==> config.mk <==
export PLATFORM = sky130hd
export DESIGN_NAME = cla_pipe
export DESIGN_NICKNAME = d
export VERILOG_FILES = /design/src/rtl/cla_pkg.sv /design/src/rtl/gp_group.sv /design/src/rtl/cla_pipe.sv
export SDC_FILE = /design/constraint.sdc
export NUM_CORES = 1
export LEC_CHECK = 0
export CAP_MARGIN = 10
export CELL_PAD_IN_SITES_DETAIL_PLACEMENT = 1
export CELL_PAD_IN_SITES_GLOBAL_PLACEMENT = 1
export CORE_ASPECT_RATIO = 0.5
export CORE_MARGIN = 2
export CORE_UTILIZATION = 47
export CTS_BUF_LIST = sky130_fd_sc_hd__clkbuf_4
export CTS_CLUSTER_SIZE = 20
export DETAILED_ROUTE_END_ITERATION = 10
export HOLD_SLACK_MARGIN = 0.03
export PLACE_DENSITY_LB_ADDON = 0.3
export SLEW_MARGIN = 25
export SYNTH_ARGS = -nofsm -noshare
export SYNTH_HDL_FRONTEND = slang
export SYNTH_SLANG_ARGS = --single-unit
==> constraint.sdc <==
create_clock -name clk -period 8.68 [get_ports clk]
set_input_delay 2.17 -clock clk [delete_from_list [all_inputs] [get_ports clk]]
set_output_delay 2.17 -clock clk [all_outputs]
set_load 0.01 [all_outputs]
==> src/rtl/cla_pkg.sv <==
// Shared types for the pipelined carry-lookahead adder/subtractor.
package cla_pkg;

  typedef enum logic {
    OP_ADD = 1'b0,
    OP_SUB = 1'b1
  } op_e;

endpackage

==> src/rtl/gp_group.sv <==
// One carry-lookahead block: generate/propagate, ripple chain inside the block,
// plus block-level G and P for carry-out prediction.
module gp_group #(
  parameter int unsigned GROUP = 8
) (
  input  logic [GROUP-1:0] i_a,
  input  logic [GROUP-1:0] i_b,
  input  logic             i_cin,
  output logic [GROUP-1:0] o_sum,
  output logic             o_cout,
  output logic             o_g,
  output logic             o_p
);

  logic [GROUP-1:0] w_g;
  logic [GROUP-1:0] w_p;
  logic [GROUP:0]   w_c;
  // Same chain with carry-in forced to 0 gives the block generate term.
  logic [GROUP:0]   w_gc;

  assign w_g = i_a & i_b;
  assign w_p = i_a | i_b;

  always_comb begin
    w_c     = '0;
    w_gc    = '0;
    w_c[0]  = i_cin;
    w_gc[0] = 1'b0;
    for (int i = 0; i < int'(GROUP); i++) begin
      w_c[i+1]  = w_g[i] | (w_p[i] & w_c[i]);
      w_gc[i+1] = w_g[i] | (w_p[i] & w_gc[i]);
    end
  end

  assign o_sum  = i_a ^ i_b ^ w_c[GROUP-1:0];
  assign o_cout = w_c[GROUP];
  assign o_g    = w_gc[GROUP];
  assign o_p    = &w_p;

endmodule

==> src/rtl/cla_pipe.sv <==
// Pipelined CLA adder/subtractor: one GROUP-bit block resolves per stage, with an
// elastic valid/ready chain so any stage can stall independently.
module cla_pipe
  import cla_pkg::*;
#(
  parameter int unsigned WIDTH = 32,
  parameter int unsigned GROUP = 8
) (
  input  logic             clk,
  input  logic             rst,
  input  logic             flush,
  input  logic             in_valid,
  output logic             in_ready,
  input  op_e              op,
  input  logic [WIDTH-1:0] a,
  input  logic [WIDTH-1:0] b,
  input  logic             cin,
  output logic             out_valid,
  input  logic             out_ready,
  output logic [WIDTH-1:0] sum,
  output logic             cout,
  output logic             ovf,
  output logic             zero
);

  localparam int unsigned STAGES = WIDTH / GROUP;
  localparam int unsigned MSB    = WIDTH - 1;

  if (WIDTH % GROUP != 0) begin : g_bad_width
    $error("cla_pipe: WIDTH must be a multiple of GROUP");
  end

  // b holds b_eff (already inverted for SUB); c is the carry into the next block.
  typedef struct packed {
    logic [WIDTH-1:0] a;
    logic [WIDTH-1:0] b;
    logic [WIDTH-1:0] s;
    logic             c;
  } payload_t;

  payload_t            r_pl  [STAGES];
  payload_t            w_nxt [STAGES];
  logic [STAGES-1:0]   r_valid;
  logic [STAGES-1:0]   w_up_valid;
  logic [STAGES:0]     w_ready;

  always_comb begin
    w_ready         = '0;
    w_ready[STAGES] = out_ready;
    for (int k = int'(STAGES) - 1; k >= 0; k--) begin
      w_ready[k] = ~r_valid[k] | w_ready[k+1];
    end
  end

  assign in_ready = w_ready[0] & ~flush;

  for (genvar k = 0; k < STAGES; k++) begin : g_stage
    payload_t         w_src;
    payload_t         w_stg;
    logic [GROUP-1:0] w_gsum;
    logic             w_gcout;
    logic             w_gg;
    logic             w_gp;

    if (k == 0) begin : g_head
      always_comb begin
        w_src.a = a;
        w_src.b = (op == OP_SUB) ? ~b : b;
        w_src.s = '0;
        w_src.c = (op == OP_SUB) ? 1'b1 : cin;
      end
      assign w_up_valid[k] = in_valid & in_ready;
    end else begin : g_body
      assign w_src         = r_pl[k-1];
      assign w_up_valid[k] = r_valid[k-1];
    end

    gp_group #(
      .GROUP(GROUP)
    ) u_gp (
      .i_a   (w_src.a[k*GROUP +: GROUP]),
      .i_b   (w_src.b[k*GROUP +: GROUP]),
      .i_cin (w_src.c),
      .o_sum (w_gsum),
      .o_cout(w_gcout),
      .o_g   (w_gg),
      .o_p   (w_gp)
    );

    // Rippled and lookahead carry-out of the block must always agree.
    always_comb begin
      a_carry_consistent : assert (w_gcout == (w_gg | (w_gp & w_src.c)));
    end

    always_comb begin
      w_stg                     = w_src;
      w_stg.s[k*GROUP +: GROUP] = w_gsum;
      w_stg.c                   = w_gcout;
    end

    assign w_nxt[k] = w_stg;
  end

  always_ff @(posedge clk or posedge rst) begin
    if (rst) begin
      r_valid <= '0;
      for (int k = 0; k < int'(STAGES); k++) begin
        r_pl[k] <= '0;
      end
    end else begin
      for (int k = 0; k < int'(STAGES); k++) begin
        if (flush) begin
          r_valid[k] <= 1'b0;
        end else if (w_ready[k]) begin
          r_valid[k] <= w_up_valid[k];
        end
        // Load only real transfers so a stalled or idle stage stays bit-stable.
        if (w_ready[k] && w_up_valid[k]) begin
          r_pl[k] <= w_nxt[k];
        end
      end
    end
  end

  assign out_valid = r_valid[STAGES-1];
  assign sum       = r_pl[STAGES-1].s;
  assign cout      = r_pl[STAGES-1].c;
  assign ovf       = (r_pl[STAGES-1].a[MSB] == r_pl[STAGES-1].b[MSB]) &
                     (r_pl[STAGES-1].s[MSB] != r_pl[STAGES-1].a[MSB]);
  assign zero      = (r_pl[STAGES-1].s == '0);

endmodule
==> impl_metrics.py, run 1 <==
metrics = {
    "cts": {
        "clock_path_buffers": 2,
        "cts_resized": 0,
        "postCtsSetupBuffers": 0,
        "cts_hold_buf": 0,
        "htree_levels": 4,
        "cts-buffers-inserted": 17,
        "root_buffer": "clkbuf_4",
        "insertion_delay_ps": 570,
        "cts_tree": "done",
        "path_clk_slew_ps": 130,
        "clkSinkCount": 186,
    },
    "synthesis": {
        "syn-num-nets": 704,
        "yosysUniqueCellTypes": 26,
        "yosysSeqAreaShare_pct": 55.6,
        "syn_area_per_cell_um2": 13.9,
        "ys_warn_count": 0,
        "synthCells": 601,
        "netlist_area_um2": 8370,
        "ys_seq_elements": 186,
    },
    "placed_design": {
        "dp_slack_ps": 1920,
        "dpl.hpwl_um": 12100,
        "place_inst": 889,
        "gp_congestion": 0.773,
        "port_buffers": 107,
    },
    "die": {
        "die_w_um": 193,
        "num_io_pins": 108,
        "dieArea_um2": 19000,
        "core_um2": 17400,
        "die_y_um": 98.4,
        "rows": 34,
        "start_util_pct": 48.1,
    },
    "timing": {
        "hold_violations": 0,
        "whs_ps": 504,
        "period_needed_ps": 5970,
        "setup_violations": 0,
        "finalMaxSlewViolations": 0,
        "worst_slew_pin_slew_ps": 789,
        "fin_crit_sh_pct": 68.8,
        "finalSetupTns_ps": 0,
        "rsz0062_at_grt": "no",
        "relSlewSlack_pct": 47.4,
        "max_freq_ghz": 0.167,
        "finClkSkew_ps": 25.3,
        "final.setup.worst_slack_ps": 2710,
    },
    "global_routing": {
        "grt_pass1_vias": 5273,
        "grt_pass1_wl_um": 28300,
        "grt_antenna_before_repair": 0,
        "groute.usage.overall_pct": 19.9,
        "grt_max_degree": 90,
        "grt_overflow": 0,
    },
    "hold_path": {
        "worst_hold_path.num_cells": 1,
        "min_path_type": "reg2reg",
        "hold_start": "g_stage[1].w_src[80]$_DFFE_PP0P_",
        "min_to": "g_stage[1].w_src[80]$_DFFE_PP0P_",
    },
    "worst_setup_path": {
        "r2r-end": "g_stage[3].w_src[24]$_DFFE_PP0P_",
        "worst_path_max_delay_cell": "clkdlybuf4s50_1",
        "worstPathArrival_ps": 3800,
        "reg2reg_slack_ps": 5260,
        "cp_max_fo": 4,
        "crit_family": "buffers and inverters",
        "worst-r2r-cell-count": 12,
        "max_stage_delay_ps": 600,
        "worstReg2RegStart": "g_stage[2].w_src[0]$_DFFE_PP0P_",
        "cp.required_ps": 6510,
        "path_class": "in2out",
        "critical_path_buf_inv_count": 2,
        "crit_chain": "clkdlybuf4s50_1 > and4b_1 > a21oi_1 > clkdlybuf4s50_1",
        "start_kind": "input port",
        "worstSetupEndpointType": "primary output",
        "critPathMostFrequentCell": "clkdlybuf4s50_1",
    },
    "final_layout": {
        "final_nets": 778,
        "drive_gt1_share_pct": 23.8,
        "layout_common_cells": "186 x dfrtp_1, 116 x mux2_2, 106 x clkdlybuf4s50_1, 43 x inv_1, 32 x fa_1",
        "final_common_cell": "dfrtp_1",
        "syn2layout_area_growth_pct": 16.1,
        "diodes": 0,
        "fin_cells": 922,
    },
    "route": {
        "finalWirelength_um": 17200,
        "ant_nets": 0,
        "dr.pass1.iters": 4,
        "drc_errors": 0,
        "vias": 4653,
        "viasPerCell": 5.05,
        "drtIter0Drc": 143,
        "wl_per_cell_um": 18.7,
    },
    "pwr": {
        "combinationalPowerShare_pct": 28.7,
        "p_int_mw": 1.82,
        "seqPwrFrac_pct": 51.7,
        "power_mw": 2.61,
        "power_frac_clock_pct": 19.6,
        "powerDensity_nw_per_um2": 269,
        "p_leak_nw": 4.16,
        "switching_share_pct": 30.6,
        "ir_drop_uv": 125,
        "power.switching_mw": 0.799,
    },
    "outcome": {
        "status": "complete, no violations",
    },
    "flow_run": {
        "timing.max_cap.violations": 0,
    },
}
==> final cells by class <==
cell class / count / area [um2]
clock buffers: 22 / 165
clock inverters: 10 / 143
inverters: 44 / 170
well taps: 234 / 293
repair buffers: 116 / 1160
flip-flops and latches: 186 / 4650
fillers: 1712 / 7680
multi-input cells: 310 / 3140
==> layer usage <==
metal	track usage [%]	vias to the layer above	part of all wire, %
li1	-	2124	-
met1	27.5	2439	48
met2	32.1	71	49
met3	3.56	19	2.6
met4	5.99	0	0.99
met5	0	-	0
==> Yosys cell counts <==
cell	number	share of area, %
dfrtp_1	186	56
mux2_2	116	16
inv_1	44	2.0
buf_4	33	3.0
fa_1	32	7.6
a21oi_1	30	1.8
mux2_1	29	3.9
xor2_1	26	2.7
o21ai_0	17	1.0
nand3_1	16	0.96
buf_2	14	0.84
mux2i_1	8	0.96
nor4_1	8	0.60
buf_6	7	0.94
clkbuf_1	7	0.31
xnor2_1	6	0.63
nand2_1	5	0.22
nor2_1	5	0.22
and2_1	3	0.22
nand2b_1	2	0.15
nand4_1	2	0.15
a21oi_2	1	0.10
and4b_1	1	0.12
nand3b_2	1	0.13
nand4b_2	1	0.18
or2_2	1	0.075
==> registers in the layout, indices dropped and copies added (netlist names) <==
name	flops
sum	32
g_stage.w_src	147
r_pl	2
r_valid	4
cout	1
==> stage by stage <==
stage / util, % / area, um2
finish: 55.9 / 9720
global route: 55.9 / 9720
CTS: 55.7 / 9690
detailed placement: 53.9 / 9380
global placement: 53.9 / 9380
floorplan: - / 8370
==> power groups by stage <==
stage          logic (mW)  clock network (mW)  registers (mW)
6_report            0.751               0.513            1.35
5_1_grt             0.841               0.566            1.39
4_1_cts             0.769               0.534            1.36
3_5_place_dp        0.763                   0            1.37
3_3_place_gp        0.735                   0            1.36
2_1_floorplan       0.558                   0            1.29
==> kinds of logic (layout without fill, tap and decap cells) <==
logic type | count (synthesis) | after routing | synth area share [%]
buffers and inverters | 105 | 192 | 7.02
AND/OR/NAND/NOR | 45 | 45 | 3.03
XOR/XNOR | 32 | 32 | 3.35
adder cells (fa/ha/maj) | 32 | 32 | 7.65
flip-flops | 186 | 186 | 55.6
AO/OA/AOI/OAI | 48 | 48 | 2.91
multiplexers | 153 | 153 | 20.5
==> how the worst max path moves through the flow <==
stage	startpoint	endpoint	slack [ps]	cells after the start
2_1_floorplan	rst	cout$_DFFE_PP0P_	1450	1
3_3_place_gp	op	g_stage[1].w_src[8]$_DFFE_PP0P_	2070	13
3_5_place_dp	op	g_stage[1].w_src[8]$_DFFE_PP0P_	1920	13
4_1_cts	op	g_stage[1].w_src[8]$_DFFE_PP0P_	2570	13
5_1_grt	out_ready	in_ready	2690	4
6_report	out_ready	in_ready	2710	4
Power figures use the tool's default switching activity.
==> run 2, diff against run 1 <==
--- a/config.mk
+++ b/config.mk
@@ -10,7 +10,7 @@
 export CELL_PAD_IN_SITES_GLOBAL_PLACEMENT = 1
 export CORE_ASPECT_RATIO = 0.5
 export CORE_MARGIN = 2
-export CORE_UTILIZATION = 47
+export CORE_UTILIZATION = 43
 export CTS_BUF_LIST = sky130_fd_sc_hd__clkbuf_4
 export CTS_CLUSTER_SIZE = 20
 export DETAILED_ROUTE_END_ITERATION = 10
==> constraint.sdc (replaced) <==
create_clock -name clk -period 5 [get_ports clk]
set_input_delay 1.25 -clock clk [delete_from_list [all_inputs] [get_ports clk]]
set_output_delay 1.25 -clock clk [all_outputs]
set_load 0.01 [all_outputs]
==> impl_metrics.py, run 2 (synthesis results as in run 1) <==
metrics = {
    "final_layout": {
        "fin_area_um2": 9790,
        "layout_common_cells": "186 x dfrtp_1, 116 x mux2_2, 106 x clkdlybuf4s50_1, 43 x inv_1, 30 x a21oi_1",
        "multiInputGateArea_um2": 3150,
        "final_nets": 781,
        "final-seq-area_um2": 4650,
        "fillCellCount": 1972,
        "fin_cells": 957,
        "final_common_cell": "dfrtp_1",
        "syn2layout_area_growth_pct": 16.9,
        "drive_gt1_share_pct": 24.3,
        "largest_reg_flops": 147,
        "post-route-util_pct": 50.8,
    },
    "timing": {
        "max_freq_ghz": 0.213,
        "final.setup.worst_slack_ps": 313,
        "fin_crit_sh_pct": 93.7,
        "setup_violations": 0,
        "finClkSkew_ps": 20.0,
        "rsz0062_at_grt": "no",
        "finalSetupTns_ps": 0,
        "hold_violations": 0,
        "whs_ps": 497,
        "period_needed_ps": 4690,
        "worst_slew_pin_slew_ps": 855,
        "finalMaxSlewViolations": 0,
        "relSlewSlack_pct": 43.0,
    },
    "hold_path": {
        "min_path_type": "reg2reg",
    },
    "worst_setup_path": {
        "cp_max_fo": 1,
        "start_kind": "input port",
        "critPathMostFrequentCell": "fa_2",
        "max_stage_delay_ps": 460,
        "crit_chain": "clkdlybuf4s50_1 > or2_2 > fa_2 > fa_2 > fa_1 > inv_1 > fa_2 > fa_1 > inv_1 > fa_2 > fa_2 > fa_1 > mux2_1",
        "worstSetupEndpointType": "register",
        "worst_path_max_delay_cell": "fa_1",
        "path_class": "in2reg",
        "worstPathArrival_ps": 5120,
        "cp.required_ps": 5440,
    },
    "outcome": {
        "status": "complete, no violations",
    },
    "pwr": {
        "p_leak_nw": 4.17,
        "powerDensity_nw_per_um2": 461,
        "power_mw": 4.51,
        "ir_drop_uv": 214,
    },
    "flow_run": {
        "timing.max_cap.violations": 0,
    },
    "cts": {
        "cts_resized": 0,
        "path_clk_slew_ps": 130,
        "insertion_delay_ps": 550,
        "clkSinkCount": 186,
        "clock_path_buffers": 2,
        "cts_hold_buf": 0,
        "cts_tree": "done",
        "cts-buffers-inserted": 17,
        "root_buffer": "clkbuf_4",
        "htree_levels": 4,
        "postCtsSetupBuffers": 0,
    },
    "global_routing": {
        "grt_pass1_vias": 5225,
        "grt_overflow": 0,
        "grt_pass1_wl_um": 28200,
        "grt_antenna_before_repair": 1,
        "grt_max_degree": 187,
        "groute.usage.overall_pct": 18.0,
    },
    "placed_design": {
        "dpl.hpwl_um": 12000,
        "port_buffers": 107,
        "dp_slack_ps": -287,
        "place_inst": 924,
        "postPlaceCellArea_um2": 9480,
        "gp_congestion": 0.750,
    },
    "die": {
        "start_util_pct": 43.4,
        "num_io_pins": 108,
        "core_um2": 19300,
        "die_w_um": 201,
        "dieArea_um2": 20700,
        "rows": 36,
        "die_y_um": 103,
    },
    "route": {
        "finalWirelength_um": 17400,
        "dr.pass1.iters": 4,
        "drc_errors": 0,
        "vias": 4774,
        "wl_per_cell_um": 18.2,
        "ant_nets": 0,
        "viasPerCell": 4.99,
        "drtIter0Drc": 176,
    },
}
==> run 2: final timing paths <==
kind | end | cells after the start | startpoint | slack [ps]
setup reg to reg | g_stage[3].w_src[24]$_DFFE_PP0P_ | 12 | g_stage[2].w_src[49]$_DFFE_PP0P_ | 1560
setup / recovery | g_stage[1].w_src[8]$_DFFE_PP0P_ | 13 | cin | 310
max in group asynchronous | g_stage[1].w_src[5]$_DFFE_PP0P_ | 4 | rst | 2930
min in group asynchronous | r_valid[1]$_DFFE_PP0P_ | 3 | rst | 1140
hold reg to reg | g_stage[2].w_src[5]$_DFFE_PP0P_ | 1 | g_stage[2].w_src[5]$_DFFE_PP0P_ | 500
hold / removal | g_stage[2].w_src[5]$_DFFE_PP0P_ | 1 | g_stage[2].w_src[5]$_DFFE_PP0P_ | 500
==> run 2: critical path: cells and delay by family <==
family,cells,cell delay (ps)
and+or+nand+nor,1,290
adders and majority gates,8,2720
muxes,1,300
buffers and inverters,3,560
==> run 2: power by group <==
group          internal (mW)  leakage [nW]  switching (mW)
Combinational          0.777          1.82           0.540
Clock                  0.353         0.155           0.497
Sequential              2.00          2.20           0.345
Total                   3.13          4.17            1.38
==> run 2: metal layers <==
layer,GRT usage [%],vias to the layer above,part of all wire [%]
li1,-,2136,-
met1,24.0,2575,47
met2,31.2,51,50
met3,3.07,12,2.3
met4,4.58,0,0.60
met5,0,-,0
==> run 2: layout make-up <==
| class | count | share of cell area [%] |
|---|---|---|
| inverters | 44 | 1.73 |
| flip-flops and latches | 186 | 47.5 |
| clock inverters | 11 | 1.32 |
| diodes | 1 | 0.0256 |
| repair buffers | 119 | 12.3 |
| clock buffers | 20 | 1.53 |
| multi-input cells | 310 | 32.2 |
| well taps | 266 | 3.40 |
